`config.mk`:
```
export PLATFORM = sky130hd
export DESIGN_NAME = ccff_loader_flat
export DESIGN_NICKNAME = d
export VERILOG_FILES = /design/src/rtl/ccff_loader_if.sv /design/src/rtl/ccff_loader.sv /design/src/flat_wrapper.sv
export SDC_FILE = /design/constraint.sdc
export NUM_CORES = 1
export LEC_CHECK = 0
export ABC_AREA = 1
export BUFFER_PORTS_ARGS = -buffer_cell sky130_fd_sc_hd__buf_2
export CORE_AREA = 3 3 96 80
export CTS_CLUSTER_DIAMETER = 100
export DETAILED_ROUTE_END_ITERATION = 16
export DIE_AREA = 0 0 99 83
export PLACE_DENSITY_LB_ADDON = 0.15
export SYNTH_ARGS = -nofsm -noshare
export SYNTH_HDL_FRONTEND = slang
export SYNTH_SLANG_ARGS = --single-unit
```
`constraint.sdc`:
```
create_clock -name prog_clk -period 1.73 [get_ports prog_clk]
set_input_delay 0.173 -clock prog_clk [delete_from_list [all_inputs] [get_ports prog_clk]]
set_output_delay 0.173 -clock prog_clk [all_outputs]
set_load 0.05 [all_outputs]
```
`src/rtl/ccff_loader_if.sv`:
```
`default_nettype none
// ============================================================================
//  Module      : ccff_loader_if
//  Description : Bundle of the loader's control, byte-stream, chain and
//                readback signals. The master side is the configuration
//                controller plus the chain; the slave side is the loader.
//  Revision    : 1.0  initial release
// ============================================================================
interface ccff_loader_if #(
    parameter int DATA_W = 8
);
    logic              start;
    logic [DATA_W-1:0] cfg_data;
    logic              cfg_valid;
    logic              cfg_ready;
    logic              ccff_head;
    logic              ccff_shift_en;
    logic              ccff_tail;
    logic [DATA_W-1:0] rb_data;
    logic              rb_valid;
    logic              busy;
    logic              done;

    modport master (
        output start, cfg_data, cfg_valid, ccff_tail,
        input  cfg_ready, ccff_head, ccff_shift_en, rb_data, rb_valid, busy, done
    );

    modport slave (
        input  start, cfg_data, cfg_valid, ccff_tail,
        output cfg_ready, ccff_head, ccff_shift_en, rb_data, rb_valid, busy, done
    );
endinterface
`default_nettype wire

```
`src/rtl/ccff_loader.sv`:
```
`default_nettype none
// ============================================================================
//  Module      : ccff_loader
//  Description : Serialises configuration bytes (MSB first) into a ccff scan
//                chain of CHAIN_LEN bits while collecting the displaced old
//                chain contents from the tail into readback bytes.
//  Revision    : 1.0  initial release
// ============================================================================
module ccff_loader #(
    parameter int CHAIN_LEN = 29,
    parameter int DATA_W    = 8
) (
    input  wire logic       prog_clk,
    input  wire logic       prog_reset,
    ccff_loader_if.slave    bus
);

    localparam logic [1:0]  C_ST_IDLE   = 2'd0;
    localparam logic [1:0]  C_ST_SHIFT  = 2'd1;
    localparam logic [1:0]  C_ST_DONE   = 2'd2;
    localparam logic [15:0] C_CHAIN_LEN = 16'(CHAIN_LEN);
    localparam logic [3:0]  C_BYTE_BITS = 4'(DATA_W);

    logic [1:0]        state_q,         state_d;
    logic [15:0]       remaining_q,     remaining_d;
    logic [3:0]        word_bits_q,     word_bits_d;
    logic [DATA_W-1:0] word_reg_q,      word_reg_d;
    logic              ccff_head_q,     ccff_head_d;
    logic              ccff_shift_en_q, ccff_shift_en_d;
    logic [DATA_W-1:0] rb_shift_q,      rb_shift_d;
    logic [3:0]        rb_cnt_q,        rb_cnt_d;
    logic [DATA_W-1:0] rb_data_q,       rb_data_d;
    logic              rb_valid_q,      rb_valid_d;

    logic              w_cfg_ready;
    logic              w_accept;
    logic [DATA_W-1:0] w_rb_shift_nxt;
    logic [3:0]        w_rb_cnt_inc;

    // Ready only between bytes while chain bits are still owed; derived from flops only.
    assign w_cfg_ready    = (state_q == C_ST_SHIFT) && (word_bits_q == 4'd0) && (remaining_q != 16'd0);
    assign w_accept       = w_cfg_ready && bus.cfg_valid;
    // Tail bit that arrives while the chain is being clocked this cycle.
    assign w_rb_shift_nxt = {rb_shift_q[DATA_W-2:0], bus.ccff_tail};
    assign w_rb_cnt_inc   = rb_cnt_q + 4'd1;

    // Next-state: byte accept, bit serialisation, readback packing and FSM.
    always_comb begin
        state_d         = state_q;
        remaining_d     = remaining_q;
        word_bits_d     = word_bits_q;
        word_reg_d      = word_reg_q;
        ccff_head_d     = ccff_head_q;
        ccff_shift_en_d = 1'b0;
        rb_shift_d      = rb_shift_q;
        rb_cnt_d        = rb_cnt_q;
        rb_data_d       = rb_data_q;
        rb_valid_d      = 1'b0;

        case (state_q)
            C_ST_IDLE, C_ST_DONE: begin
                if (bus.start) begin
                    state_d     = C_ST_SHIFT;
                    remaining_d = C_CHAIN_LEN;
                    word_bits_d = 4'd0;
                    rb_cnt_d    = 4'd0;
                    rb_shift_d  = '0;
                end
            end

            C_ST_SHIFT: begin
                if (w_accept) begin
                    // The final byte of a load carries only the bits still owed.
                    word_reg_d  = bus.cfg_data;
                    word_bits_d = (remaining_q >= 16'(DATA_W)) ? C_BYTE_BITS : remaining_q[3:0];
                end else if (word_bits_q != 4'd0) begin
                    ccff_head_d     = word_reg_q[DATA_W-1];
                    ccff_shift_en_d = 1'b1;
                    word_reg_d      = {word_reg_q[DATA_W-2:0], 1'b0};
                    word_bits_d     = word_bits_q - 4'd1;
                    remaining_d     = (remaining_q != 16'd0) ? remaining_q - 16'd1 : 16'd0;
                end

                // The chain moves on cycles where the registered enable is high;
                // remaining already hit zero when the last of those was issued.
                if (ccff_shift_en_q) begin
                    rb_shift_d = w_rb_shift_nxt;
                    rb_cnt_d   = w_rb_cnt_inc;
                    if (remaining_q == 16'd0) begin
                        rb_data_d  = w_rb_shift_nxt << (C_BYTE_BITS - w_rb_cnt_inc);
                        rb_valid_d = 1'b1;
                        rb_cnt_d   = 4'd0;
                        state_d    = C_ST_DONE;
                    end else if (w_rb_cnt_inc == C_BYTE_BITS) begin
                        rb_data_d  = w_rb_shift_nxt;
                        rb_valid_d = 1'b1;
                        rb_cnt_d   = 4'd0;
                    end
                end
            end

            default: state_d = C_ST_IDLE;
        endcase
    end

    // State registers; reset overrides start and any byte accept in the same cycle.
    always_ff @(posedge prog_clk) begin
        if (prog_reset) begin
            state_q         <= C_ST_IDLE;
            remaining_q     <= 16'd0;
            word_bits_q     <= 4'd0;
            word_reg_q      <= '0;
            ccff_head_q     <= 1'b0;
            ccff_shift_en_q <= 1'b0;
            rb_shift_q      <= '0;
            rb_cnt_q        <= 4'd0;
            rb_data_q       <= '0;
            rb_valid_q      <= 1'b0;
        end else begin
            state_q         <= state_d;
            remaining_q     <= remaining_d;
            word_bits_q     <= word_bits_d;
            word_reg_q      <= word_reg_d;
            ccff_head_q     <= ccff_head_d;
            ccff_shift_en_q <= ccff_shift_en_d;
            rb_shift_q      <= rb_shift_d;
            rb_cnt_q        <= rb_cnt_d;
            rb_data_q       <= rb_data_d;
            rb_valid_q      <= rb_valid_d;
        end
    end

    assign bus.cfg_ready     = w_cfg_ready;
    assign bus.ccff_head     = ccff_head_q;
    assign bus.ccff_shift_en = ccff_shift_en_q;
    assign bus.rb_data       = rb_data_q;
    assign bus.rb_valid      = rb_valid_q;
    assign bus.busy          = (state_q == C_ST_SHIFT);
    assign bus.done          = (state_q == C_ST_DONE);

endmodule
`default_nettype wire

```
`src/flat_wrapper.sv`:
```
// flat-port wrapper written by rule: the top's interface ports become plain ports
module ccff_loader_flat 
#(
    parameter int CHAIN_LEN = 29,
    parameter int DATA_W    = 8
)
  (prog_clk, prog_reset, bus_start, bus_cfg_data, bus_cfg_valid, bus_ccff_tail, bus_cfg_ready, bus_ccff_head, bus_ccff_shift_en, bus_rb_data, bus_rb_valid, bus_busy, bus_done);
  ccff_loader_if #(.DATA_W(DATA_W)) bus_i ();
  input  wire logic prog_clk;
  input  wire logic prog_reset;
  input wire logic [$bits(bus_i.start)-1:0] bus_start;
  input wire logic [$bits(bus_i.cfg_data)-1:0] bus_cfg_data;
  input wire logic [$bits(bus_i.cfg_valid)-1:0] bus_cfg_valid;
  input wire logic [$bits(bus_i.ccff_tail)-1:0] bus_ccff_tail;
  output wire logic [$bits(bus_i.cfg_ready)-1:0] bus_cfg_ready;
  output wire logic [$bits(bus_i.ccff_head)-1:0] bus_ccff_head;
  output wire logic [$bits(bus_i.ccff_shift_en)-1:0] bus_ccff_shift_en;
  output wire logic [$bits(bus_i.rb_data)-1:0] bus_rb_data;
  output wire logic [$bits(bus_i.rb_valid)-1:0] bus_rb_valid;
  output wire logic [$bits(bus_i.busy)-1:0] bus_busy;
  output wire logic [$bits(bus_i.done)-1:0] bus_done;
  assign bus_i.start = bus_start;
  assign bus_i.cfg_data = bus_cfg_data;
  assign bus_i.cfg_valid = bus_cfg_valid;
  assign bus_i.ccff_tail = bus_ccff_tail;
  assign bus_cfg_ready = bus_i.cfg_ready;
  assign bus_ccff_head = bus_i.ccff_head;
  assign bus_ccff_shift_en = bus_i.ccff_shift_en;
  assign bus_rb_data = bus_i.rb_data;
  assign bus_rb_valid = bus_i.rb_valid;
  assign bus_busy = bus_i.busy;
  assign bus_done = bus_i.done;
  ccff_loader #(.CHAIN_LEN(CHAIN_LEN), .DATA_W(DATA_W)) u_core (.prog_clk(prog_clk), .prog_reset(prog_reset), .bus(bus_i));
endmodule
```
# [Yosys cells after proc, flatten, opt, wreduce, memory -nomap -nowiden]
# Cells that the tools add are included.
[op_classes] bitwise_logic=3 reduce_logical=21 n_shift=1 addsub=4 muxes=28 eq_ne=9 magnitude_cmp=1
[op_table] operator="two-way mux 16 bit" n=4
[op_table] operator="two-way mux 8 bit" n=4
[op_table] operator="case mux 16 bit (2 select lines)" n=1
[op_table] operator="two-way mux 4 bit" n=7
[op_table] operator="greater-or-equal comparator 16 x 4 -> 1 bit, second input constant" n=1
[op_table] operator="zero test 16 bit" n=1
[op_table] operator="case mux 4 bit (2 select lines)" n=2
[op_table] operator="nonzero test 16 bit" n=1
[op_table] operator="subtractor 16 x 1 -> 16 bit, second input constant" n=1
[op_table] operator="AND reduction 3 bit" n=5
[op_table] operator="two-way mux 7 bit" n=2
[op_table] operator="case mux 7 bit (2 select lines)" n=1
[op_table] operator="<< shifter 8 x 4 -> 8 bit" n=1
[op_table] operator="two-way mux 2 bit" n=3
[op_table] operator="inequality test 2 x 1 -> 1 bit, second input constant" n=3
[op_table] operator="nonzero test 2 bit" n=3
[op_table] operator="OR reduction 3 bit" n=2
[op_table] operator="adder 4 x 1 -> 4 bit, second input constant" n=1
[op_table] operator="== test 4 bit, second input constant" n=1
[op_table] operator="zero test 4 bit" n=1
[op_table] operator="inequality test 2 bit, second input constant" n=2
[op_table] operator="case mux 2 bit (2 select lines)" n=1
[op_table] operator="AND reduction 4 bit" n=1
[op_table] operator="nonzero test 4 bit" n=1
[op_table] operator="11 further kinds" n=17
[totals] out_inout_bits=14 reg_bits=52 inputBits=13

# [Logic depth before layout (Yosys ltp)]
# Gate-level depths: netlist of run 1.
[logic_depth] word_depth=6 ltp_mapped=11

# [Worst setup path after synthesis of run 1]
# Ideal clock, no wire load.
[synth_path] path_type="flip-flop to flip-flop" startpoint="register u_core.remaining_q[0]" endpoint="register u_core.word_reg_q[0]" synth_period_minus_slack_ps=2362 n_path_buf=0 arrival_time_ps=2292 path_stages_with_launch=10 slack_ps=-632 setup_time_ps=70 path_cell_list="dfxtp_1 inv_2 ha_1 nand2_1 nor2_4 nand2_8 inv_2 nor3_1 nand3_1 a21oi_1"
[synth_via] elab_chain_cells=5 word_cells_on_any_way=6 classes_between="mux: 1; reduce/logical: 5"
[synth_rtl] item="start: declaration" line="ccff_loader.sv:25" rtl="logic [15:0] remaining_q, remaining_d;"
[synth_rtl] item="start signal: assignment" line="ccff_loader.sv:121" rtl="remaining_q <= remaining_d;"
[synth_rtl] item="nonzero test 16 bit *" line="ccff_loader.sv:41" rtl="assign w_cfg_ready = (state_q == C_ST_SHIFT) && (word_bits_q == 4'd0) && (remaining_q != 16'd0);"
[synth_rtl] item="logical AND 1 bit *" line="ccff_loader.sv:41"
[synth_rtl] item="via bus_cfg_ready" line="flat_wrapper.sv:15" rtl="output wire logic [$bits(bus_i.cfg_ready)-1:0] bus_cfg_ready;"
[synth_rtl] item="logical AND 1 bit *" line="ccff_loader.sv:42" rtl="assign w_accept = w_cfg_ready && bus.cfg_valid;"
[synth_rtl] item="nonzero test 2 bit (no source line)"
[synth_rtl] item="AND reduction 2 bit (no source line)"
[synth_rtl] item="end signal: assignment" line="ccff_loader.sv:123" rtl="word_reg_q <= word_reg_d;"
[synth_rtl] item="end: declaration" line="ccff_loader.sv:27" rtl="logic [DATA_W-1:0] word_reg_q, word_reg_d;"
# The timed path passes the listed nets; every way through them passes the cells marked *.
# A chain may end at the register's enable or synchronous reset.

# [Final worst setup path of run 1]
[layout_path] startpoint="register u_core.remaining_q[0]" endpoint="register u_core.word_reg_q[2]"
[layout_via] elab_chain_cells=5 word_cells_on_any_way=6 classes_between="mux: 1; reduce/logical: 5"
[layout_rtl] item="nonzero test 16 bit *" line="ccff_loader.sv:41"
[layout_rtl] item="logical AND 1 bit *" line="ccff_loader.sv:41"
[layout_rtl] item="logical AND 1 bit *" line="ccff_loader.sv:42"
[layout_rtl] item="nonzero test 2 bit (no source line)"
[layout_rtl] item="AND reduction 2 bit (no source line)"
# Mark *: on every way between the ends. The rest lies on a longest branch, timed or not.

==> results of run 1 <==
critical path, cell delays in order (launching register included):
cell	delay, ns
dfxtp_2	0.33
inv_2	0.10
ha_4	0.15
nand2_4	0.05
nor2_4	0.16
nand2_8	0.09
buf_8	0.15
nand3_2	0.10
nand2_4	0.07
buf_8	0.14
o21ai_0	0.15
a21oi_1	0.06
stage by stage:
| step | TNS [ns] | instance area [um^2] | utilization [%] |
|---|---|---|---|
| 6_report | 0 | 3620 | 53.3 |
| 5_1_grt | -0.117 | 3620 | 53.3 |
| 4_1_cts | -0.0226 | 3420 | 50.4 |
| 3_5_place_dp | 0 | 3290 | 48.4 |
| 3_3_place_gp | 0 | 3290 | 48.4 |
| 2_1_floorplan | 0 | 3050 | - |
area by class of cell:
type | count | area (um^2)
Multi-Input combinational cell | 335 | 1810
Clock buffer | 7 | 96.3
Fill cell | 681 | 3170
Inverter | 57 | 238
Timing Repair Buffer | 45 | 315
Tap cell | 87 | 109
Sequential cell | 52 | 1050
Yosys cell counts, drive strengths merged (3+ instances only):
cell type	n	area share, %
a211oi	3	0.74
a21oi	43	7.3
buf	9	2.1
clkbuf	4	0.49
dfxtp	52	34
ha	4	1.6
inv	57	7.2
nand2	124	18
nand3	24	4.7
nand4	11	2.3
nor2	66	10
nor3	6	0.99
o21ai	35	5.8
or2	3	0.62
xnor2	3	1.1
xor2	5	1.4
sequential cells by signal (all words and copies together), names as in the netlist:
signal / count
u_core.bus.ccff_head: 1
u_core.bus.ccff_shift_en: 1
u_core.bus.rb_data: 8
u_core.bus.rb_valid: 1
u_core.rb_cnt_q: 4
u_core.rb_shift_q: 7
u_core.remaining_q: 16
u_core.state_q: 2
u_core.word_bits_q: 4
u_core.word_reg_q: 8
power groups by stage:
stage / Clock [W] / Combinational [W] / Sequential [W]
finish: 0.000737 / 0.00382 / 0.00168
global route: 0.000825 / 0.00423 / 0.00171
CTS: 0.000767 / 0.00326 / 0.00166
detailed placement: 0 / 0.00310 / 0.00168
global placement: 0 / 0.00307 / 0.00167
floorplan: 0 / 0.00246 / 0.00170
layout by cell type, fill, tap and decap left out, types with 2 or more instances in the layout:
| master | n |
|---|---|
| nand2_1 | 105 |
| nor2_1 | 54 |
| inv_1 | 49 |
| dfxtp_1 | 47 |
| a21oi_1 | 41 |
| o21ai_0 | 26 |
| buf_2 | 25 |
| nand3_1 | 21 |
| buf_4 | 15 |
| nand4_1 | 11 |
| nand2_2 | 10 |
| o21ai_1 | 9 |
| nand2_4 | 7 |
| clkbuf_8 | 7 |
| nor2_2 | 6 |
| xor2_1 | 5 |
| nor3_1 | 5 |
| dfxtp_2 | 5 |
| inv_2 | 4 |
| nor2_4 | 4 |
| nand2_8 | 3 |
| a211oi_1 | 3 |
| nor2_8 | 2 |
| nand3_2 | 2 |
| o21a_1 | 2 |
| or2_2 | 2 |
| xnor2_1 | 2 |
| a21oi_2 | 2 |
| ha_1 | 2 |
| ha_4 | 2 |
| buf_6 | 2 |
| buf_8 | 2 |
worst min-delay path by stage:
stage / startpoint / end / slack [ns]
detailed placement: u_core.bus.ccff_head / u_core.bus.ccff_head / 0.47
floorplan: bus_ccff_tail / u_core.rb_shift_q[0] / 0.32
global placement: u_core.bus.ccff_head / u_core.bus.ccff_head / 0.46
global route: bus_cfg_data[0] / u_core.word_reg_q[0] / 0.16
CTS: bus_cfg_data[0] / u_core.word_reg_q[0] / 0.15
finish: bus_cfg_data[0] / u_core.word_reg_q[0] / 0.17
kinds of logic (layout without fill, tap and decap cells):
family | Yosys count | in the layout
AO/OA/AOI/OAI | 86 | 86
flip-flops | 52 | 52
adder cells (fa/ha/maj) | 4 | 4
XOR/XNOR | 8 | 8
AND/OR/NAND/NOR | 236 | 237
buffers and inverters | 70 | 109
per-layer routing:
| metal | up-vias | global-route usage [%] |
|---|---|---|
| met2 | 60 | 25.9 |
| met5 | - | 0 |
| met3 | 2 | 3.19 |
| met1 | 1261 | 26.4 |
| met4 | 0 | 2.48 |
| li1 | 1545 | - |
timing repair:
item / CTS / global route
gates resized for setup: 9 / 36
buffers inserted: 3 / 5
cloned: 0 / 2
pin swaps: 5 / 7
endpoints found under the setup margin: 1 / 32
==> results.sh, run 1 <==
export IMPL_reg2reg_from="u_core.remaining_q[0]"
export IMPL_synth_top_family_by_area="simple AND/OR/NAND/NOR gates"
export IMPL_synth_async_sr_flop_share_pct=0
export IMPL_p_int_w=0.00329
export IMPL_cts_root_buf="clkbuf_8"
export IMPL_synth_compound_area_share_pct=15.0
export IMPL_p_per_area_nw_per_um2=1720
export IMPL_crit_start="u_core.remaining_q[0]"
export IMPL_clk_latency_ns=0.30
export IMPL_ys_types=38
export IMPL_drt_met1_wl_mm=3.72
export IMPL_cts_tree="done"
export IMPL_met2_length_mm=3.02
export IMPL_max_slew_margin_pct=75.5
export IMPL_path_clk_slew_ns=0.09
export IMPL_core_um2=6790
export IMPL_power_total_w=0.00624
export IMPL_dp_cells=566
export IMPL_start_kind="flip-flop"
export IMPL_worstSetupEndpoint="u_core.word_reg_q[2]"
export IMPL_start_util_pct=44.7
export IMPL_layout_min_cycle_time_ns=1.66
export IMPL_hold_viol_final=0
export IMPL_hold_path_class="in2reg"
export IMPL_status="finished, final reports clean"
export IMPL_grt_remaining_overflow=0
export IMPL_synthCells=456
export IMPL_power_share_combinational_pct=61.3
export IMPL_synth_fa_ha_area_share_pct=1.65
export IMPL_synthXorXnorAreaFrac_pct=2.55
export IMPL_antenna_found_initial=0
export IMPL_cts_sinks=52
export IMPL_area_growth_pct=19.1
export IMPL_drt_first_pass_iters=5
export IMPL_rows=27
export IMPL_rsz0062_at_grt="yes"
export IMPL_period_share_pct=95.9
export IMPL_synth_area_per_cell_um2=6.66
export IMPL_sw_frac_of_total_pct=47.2
export IMPL_wl_met3_um=327
export IMPL_skew_ns=0.00560
export IMPL_ys_flop_type="dfxtp_1"
export IMPL_rr_worst_depth=11
export IMPL_numCtsBuffers=5
export IMPL_synth_edff_count=0
export IMPL_setup_viol=0
export IMPL_via_count=2868
export IMPL_final_max_slew_viol_count=0
export IMPL_post_place_ws_ns=0.0668
export IMPL_syn_cell_area_um2=3040
export IMPL_pwr_share_seq_pct=26.9
export IMPL_cp_data_required_time_ns=1.92
export IMPL_whs_path_depth=3
export IMPL_leakagePower_nw=1.62
export IMPL_max_cap_violations=0
export IMPL_seq_area_frac_synth_pct=34.3
export IMPL_drc=0
export IMPL_grt_first_pass_wirelength_mm=12.2
export IMPL_yosys_warnings=0
export IMPL_routed_wirelength_mm=7.10
export IMPL_grt_usage_pct=17.4
export IMPL_die_y_um=83
export IMPL_synthSimpleGateAreaFrac_pct=36.8
export IMPL_tightestPinTransition_ns=0.366
export IMPL_p_sw_w=0.00294
export IMPL_drtAntennaViolNets=0
export IMPL_cts_hold_buf=0
export IMPL_critPathKind="reg2reg"
export IMPL_finalNetCount=513
export IMPL_critPathMaxFanout=10
export IMPL_port_buffers=26
export IMPL_dpl_hpwl_mm=5.15
export IMPL_synth_seq_cells=52
export IMPL_fmax_mhz=603
export IMPL_grt_max_degree=25
export IMPL_clock_power_share_pct=11.8
export IMPL_syn_num_nets=473
export IMPL_die_w_um=99
export IMPL_post_drt_via_cell_ratio=4.92
export IMPL_htreeDepth=2
export IMPL_r2r_slack_ns=0.07
export IMPL_highest_layer="met4"
export IMPL_first_global_vias=2625
export IMPL_final_cells=583
export IMPL_ir_drop_v=0.000862
export IMPL_hold_ws_ns=0.168
export IMPL_dr_first_iter_drc_count=136
export IMPL_die_area_um2=8220
export IMPL_place_congestion=0.882
export IMPL_cts_buffer_depth=2
export IMPL_layout_drive_gt1_share_pct=21.8
export IMPL_synth_mux_area_share_pct=0
export IMPL_worst_slack_ns=0.0706
export IMPL_crit_path_end_kind="flip-flop"
export IMPL_cp_arrival_ns=1.85
export IMPL_ios=27
export IMPL_r2r_end="u_core.word_reg_q[2]"
export IMPL_detail_route_wl_per_cell_um=12.2
export IMPL_antenna_cells=0
Note: power is estimated with default switching activity, not from simulation.
==> run 2: changes to the inputs <==
CELL_PAD_IN_SITES_DETAIL_PLACEMENT = 0   (was not set)
CELL_PAD_IN_SITES_GLOBAL_PLACEMENT = 1   (was not set)
CORE_AREA = 3 3 100 83   (was 3 3 96 80)
DIE_AREA = 0 0 103 86   (was 0 0 99 83)
==> run 2 against run 1 <==
Fmax grew 0.90%. Die area is 7.8% higher. Final cell count increased by 1.5%. Power rose by 0.81%. Register-to-register slack is essentially flat. Clock power is 3.3% higher. Worst setup slack better by 0.015 ns. Clock-buffer cell count is the same. Critical path depth is 3 lower. Sequential share of layout area fell by 0.38 points. Design area grew 1.9%. Critical endpoint is now bus_cfg_ready. Highest routed layer unchanged.
==> results.sh, run 2 (same netlist as run 1, synthesis figures left out) <==
export IMPL_antenna_found_initial=0
export IMPL_setup_viol=0
export IMPL_worst_path_largest_cell_delay_ns=0.36
export IMPL_hold_ws_ns=0.122
export IMPL_path_cells="inv_4, ha_4, nand2_4, nor2_4, nand2_8, clkinv_8, nor3_4, buf_6"
export IMPL_power_total_w=0.00629
export IMPL_skew_ns=0.0114
export IMPL_die_w_um=103
export IMPL_clk_latency_ns=0.31
export IMPL_status="finished, final reports clean"
export IMPL_period_share_pct=95.1
export IMPL_max_slew_margin_pct=74.8
export IMPL_final_max_slew_viol_count=0
export IMPL_start_util_pct=41.3
export IMPL_area_growth_pct=21.4
export IMPL_max_cap_violations=0
export IMPL_critPathKind="reg2out"
export IMPL_cts_tree="done"
export IMPL_port_buffers=26
export IMPL_rsz0062_at_grt="yes"
export IMPL_tightestPinTransition_ns=0.376
export IMPL_rows=28
export IMPL_layout_min_cycle_time_ns=1.64
export IMPL_fin_area_um2=3690
export IMPL_numCtsBuffers=5
export IMPL_layout_drive_gt1_share_pct=24.5
export IMPL_die_area_um2=8860
export IMPL_path_clk_slew_ns=0.09
export IMPL_crit_start="u_core.remaining_q[0]"
export IMPL_die_y_um=86
export IMPL_critPathMaxFanout=6
export IMPL_cp_data_required_time_ns=1.56
export IMPL_tns_ns=0
export IMPL_cp_arrival_ns=1.47
export IMPL_final_common_cell="nand2_1"
export IMPL_place_congestion=0.881
export IMPL_core_um2=7360
export IMPL_cts_hold_buf=0
export IMPL_dpl_cell_area_um2=3330
export IMPL_largest_reg_flops=16
export IMPL_drc=0
export IMPL_drtAntennaViolNets=0
export IMPL_path_delay_family="simple AND/OR/NAND/NOR gates"
export IMPL_htreeDepth=2
export IMPL_start_kind="flip-flop"
export IMPL_hold_viol_final=0
export IMPL_cts_root_buf="clkbuf_8"
export IMPL_final_cell_mix="nand2_1, nor2_1, inv_1"
export IMPL_via_count=2855
export IMPL_leakagePower_nw=1.64
export IMPL_crit_path_end_kind="primary output"
export IMPL_final_util_pct=50.1
export IMPL_reg2reg_from="u_core.remaining_q[11]"
export IMPL_cp_buffers_inverters=3
export IMPL_drt_first_pass_iters=5
export IMPL_ios=27
export IMPL_finalNetCount=519
export IMPL_dpl_hpwl_mm=5.48
export IMPL_grt_first_pass_wirelength_mm=12.5
export IMPL_antenna_cells=0
export IMPL_regMostFlops="u_core.remaining_q"
export IMPL_slowest_stage="dfxtp_2"
export IMPL_grt_remaining_overflow=0
export IMPL_grt_max_degree=25
export IMPL_p_per_area_nw_per_um2=1700
export IMPL_post_drt_via_cell_ratio=4.82
export IMPL_cts_buffer_depth=2
export IMPL_hold_path_class="in2reg"
export IMPL_routed_wirelength_mm=7.50
export IMPL_dr_first_iter_drc_count=130
export IMPL_grt_usage_pct=17.7
export IMPL_first_global_vias=2560
export IMPL_cts_sinks=52
export IMPL_fmax_mhz=608
export IMPL_hp_start="bus_cfg_data[0]"
export IMPL_ir_drop_v=0.000903
export IMPL_detail_route_wl_per_cell_um=12.7
[run 2: final timing paths]
kind	to	slack, ns	cells past startpoint
setup / recovery	bus_cfg_ready	0.09	8
hold reg to reg	u_core.rb_shift_q[4]	0.48	2
hold / removal	u_core.word_reg_q[0]	0.12	3
setup reg to reg	u_core.remaining_q[13]	0.09	11
[run 2: final cells by class]
cell class | instances | area (um^2)
inverters | 57 | 238
multi-input cells | 334 | 1840
flip-flops and latches | 52 | 1050
fillers | 754 | 3670
well taps | 90 | 113
repair buffers | 52 | 352
clock buffers | 7 | 96.3
[run 2: report_power, final]
part	internal [W]	total (W)	switching, W	leakage (nW)
clock	0.000358	0.000761	0.000403	0.0503
sequential	0.00147	0.00172	0.000247	0.427
combinational	0.00148	0.00381	0.00233	1.16
total	0.00331	0.00629	0.00298	1.64
[run 2: what timing repair did]
action,4_1_cts,5_1_grt
buffers inserted,4,6
resized for setup,12,48
endpoints found under the setup margin,1,25
pin swaps,3,11
[run 2: metrics by stage]
step                cells  setup slack, ns
CTS                   586          0.00195
floorplan             456           0.0803
detailed placement    575           0.0533
finish                592           0.0853
global placement      575           0.0576
global route          592          -0.0168
[run 2: tightest hold or removal path, stage by stage]
cell and delay, ns:
buf_2 0.10, nand3_1 0.07, a21oi_1 0.05
[run 2: per-layer routing]
layer	routed length, um	vias to the layer above	part of all wire [%]	GRT usage, %
met4	46	0	0.61	3.88
met2	3040	45	40	24.5
met5	0	-	0	0
met3	257	4	3.4	3.09
met1	4160	1260	55	28.2
li1	-	1546	-	-
==> run 3: changes to the inputs <==
GPL_TIMING_DRIVEN = 0   (was not set)
==> run 3 against run 2 <==
Worst hold slack gained 0.021 ns. Sequential share of layout area fell by 0.51 points. Worst setup slack better by 0.0018 ns. Fmax is 0.11% higher. Register-to-register slack about the same. Utilization rose by 0.92 points. Clock-buffer cell count decreased by 1. Highest routed layer unchanged. Design area up 1.8%. Power increased by 3.5%. Clock power is 12% higher. Combinational power up 4%.
==> results.sh, run 3 (same netlist as run 1, synthesis figures left out) <==
export IMPL_drtAntennaViolNets=0
export IMPL_post_drt_via_cell_ratio=5.07
export IMPL_setup_viol=0
export IMPL_routed_wirelength_mm=8.38
export IMPL_cts_sinks=52
export IMPL_max_cap_violations=0
export IMPL_dpl_cell_area_um2=3290
export IMPL_start_kind="flip-flop"
export IMPL_regMostFlops="u_core.remaining_q"
export IMPL_critPathKind="reg2out"
export IMPL_final_max_slew_viol_count=0
export IMPL_antenna_cells=0
export IMPL_layout_min_cycle_time_ns=1.64
export IMPL_numCtsBuffers=5
export IMPL_hold_viol_final=0
export IMPL_fin_area_um2=3760
export IMPL_slowest_stage="dfxtp_2"
export IMPL_cp_arrival_ns=1.47
export IMPL_drt_first_pass_iters=4
export IMPL_largest_reg_flops=16
export IMPL_ir_drop_v=0.000821
export IMPL_grt_first_pass_wirelength_mm=13.7
export IMPL_grt_usage_pct=19.5
export IMPL_start_util_pct=41.3
export IMPL_die_area_um2=8860
export IMPL_final_common_cell="nand2_1"
export IMPL_path_clk_slew_ns=0.09
export IMPL_dr_first_iter_drc_count=149
export IMPL_worst_slack_ns=0.0871
export IMPL_htreeDepth=2
export IMPL_ios=27
export IMPL_antenna_found_initial=0
export IMPL_port_buffers=25
export IMPL_leakagePower_nw=1.64
export IMPL_critPathMaxFanout=5
export IMPL_cts_tree="done"
export IMPL_final_cells=593
export IMPL_final_cell_mix="nand2_1, nor2_1, inv_1"
export IMPL_finalNetCount=519
export IMPL_path_delay_family="flip-flops"
export IMPL_area_growth_pct=23.6
export IMPL_via_count=3007
export IMPL_period_share_pct=95.0
export IMPL_die_y_um=86
export IMPL_cts_root_buf="clkbuf_8"
export IMPL_cp_buffers_inverters=3
export IMPL_cts_hold_buf=0
export IMPL_hold_path_class="in2reg"
export IMPL_rows=28
export IMPL_grt_remaining_overflow=0
export IMPL_path_cells="inv_4, ha_4, nand2_4, nor2_4, nand2_8, clkinv_8, nor3_4, buf_6"
export IMPL_clk_latency_ns=0.31
export IMPL_p_per_area_nw_per_um2=1730
export IMPL_status="finished, final reports clean"
export IMPL_tightestPinTransition_ns=0.586
export IMPL_dp_cells=571
export IMPL_first_global_vias=2837
export IMPL_cp_data_required_time_ns=1.56
export IMPL_grt_max_degree=16
export IMPL_post_place_ws_ns=-0.0944
export IMPL_rsz0062_at_grt="yes"
export IMPL_layout_drive_gt1_share_pct=24.5
export IMPL_die_w_um=103
export IMPL_core_um2=7360
export IMPL_worst_path_largest_cell_delay_ns=0.36
export IMPL_max_slew_margin_pct=61.0
export IMPL_drc=0
export IMPL_detail_route_wl_per_cell_um=14.1
export IMPL_crit_path_end_kind="primary output"
export IMPL_tns_ns=0
export IMPL_skew_ns=0.00535
export IMPL_dpl_hpwl_mm=6.00
export IMPL_place_congestion=0.826
export IMPL_cts_buffer_depth=2
export IMPL_fmax_mhz=609
-- run 3: changes by cell type in the layout (fill, tap and decap cells not counted), moves of 3 or more --
cell      change
clkbuf_1      +5
nand2_1       -6
nor2_2        +3
o21ai_1       +3
dfxtp_2       -3
buf_6         +6
buf_4        -12
nand2_2       +5
-- run 3: layout make-up --
type / count / area, um^2
Fill cell: 779 / 3600
Multi-Input combinational cell: 334 / 1870
Sequential cell: 52 / 1050
Timing Repair Buffer: 39 / 270
Inverter: 57 / 238
Tap cell: 90 / 113
Buffer: 13 / 104
Clock buffer: 6 / 72.6
Clock inverter: 2 / 35.0
-- run 3: what timing repair did --
action | 4_1_cts | 5_1_grt
hold endpoints to repair | 0 | 0
buffers inserted | 3 | 8
gates cloned | 0 | 3
pin swaps | 7 | 15
setup endpoints to repair | 27 | 32
gates resized for setup | 23 | 56
-- run 3: power by group --
| part | switching [W] | internal, W |
|---|---|---|
| clock | 0.000422 | 0.000430 |
| combinational | 0.00246 | 0.00150 |
| sequential | 0.000234 | 0.00146 |
-- run 3: per-stage QoR --
stage	hold slack [ns]	utilization [%]	power, W
2_1_floorplan	0.320	-	0.00416
3_3_place_gp	0.458	44.7	0.00484
3_5_place_dp	0.470	44.7	0.00489
4_1_cts	0.140	47.0	0.00598
5_1_grt	0.154	51.1	0.00705
6_report	0.143	51.1	0.00651
-- run 3: worst paths after layout --
path / depth (start not counted) / start / slack [ns] / endpoint
min: 3 / bus_cfg_data[0] / 0.14 / u_core.word_reg_q[0]
max: 8 / u_core.remaining_q[0] / 0.09 / bus_cfg_ready
min reg2reg: 2 / u_core.word_bits_q[1] / 0.48 / u_core.word_bits_q[1]
max reg2reg: 10 / u_core.remaining_q[13] / 0.09 / u_core.bus.rb_data[3]
-- run 3: layer usage --
| layer | vias up | track usage (%) | share of wire [%] |
|---|---|---|---|
| met5 | - | 0 | 0 |
| met3 | 9 | 2.93 | 4.7 |
| met2 | 64 | 30.3 | 44 |
| met4 | 0 | 4.82 | 1.0 |
| met1 | 1377 | 28.3 | 51 |
| li1 | 1557 | - | - |
-- run 3: worst register-to-register path, cell delays in order (launching register included) --
cell     delay [ns]
dfxtp_1        0.36
nor2_4         0.14
nand2_2        0.11
nor2_8         0.18
nand2_8        0.09
buf_12         0.16
nand2_8        0.09
nand2_8        0.08
buf_8          0.15
nor2_1         0.12
a21oi_2        0.07
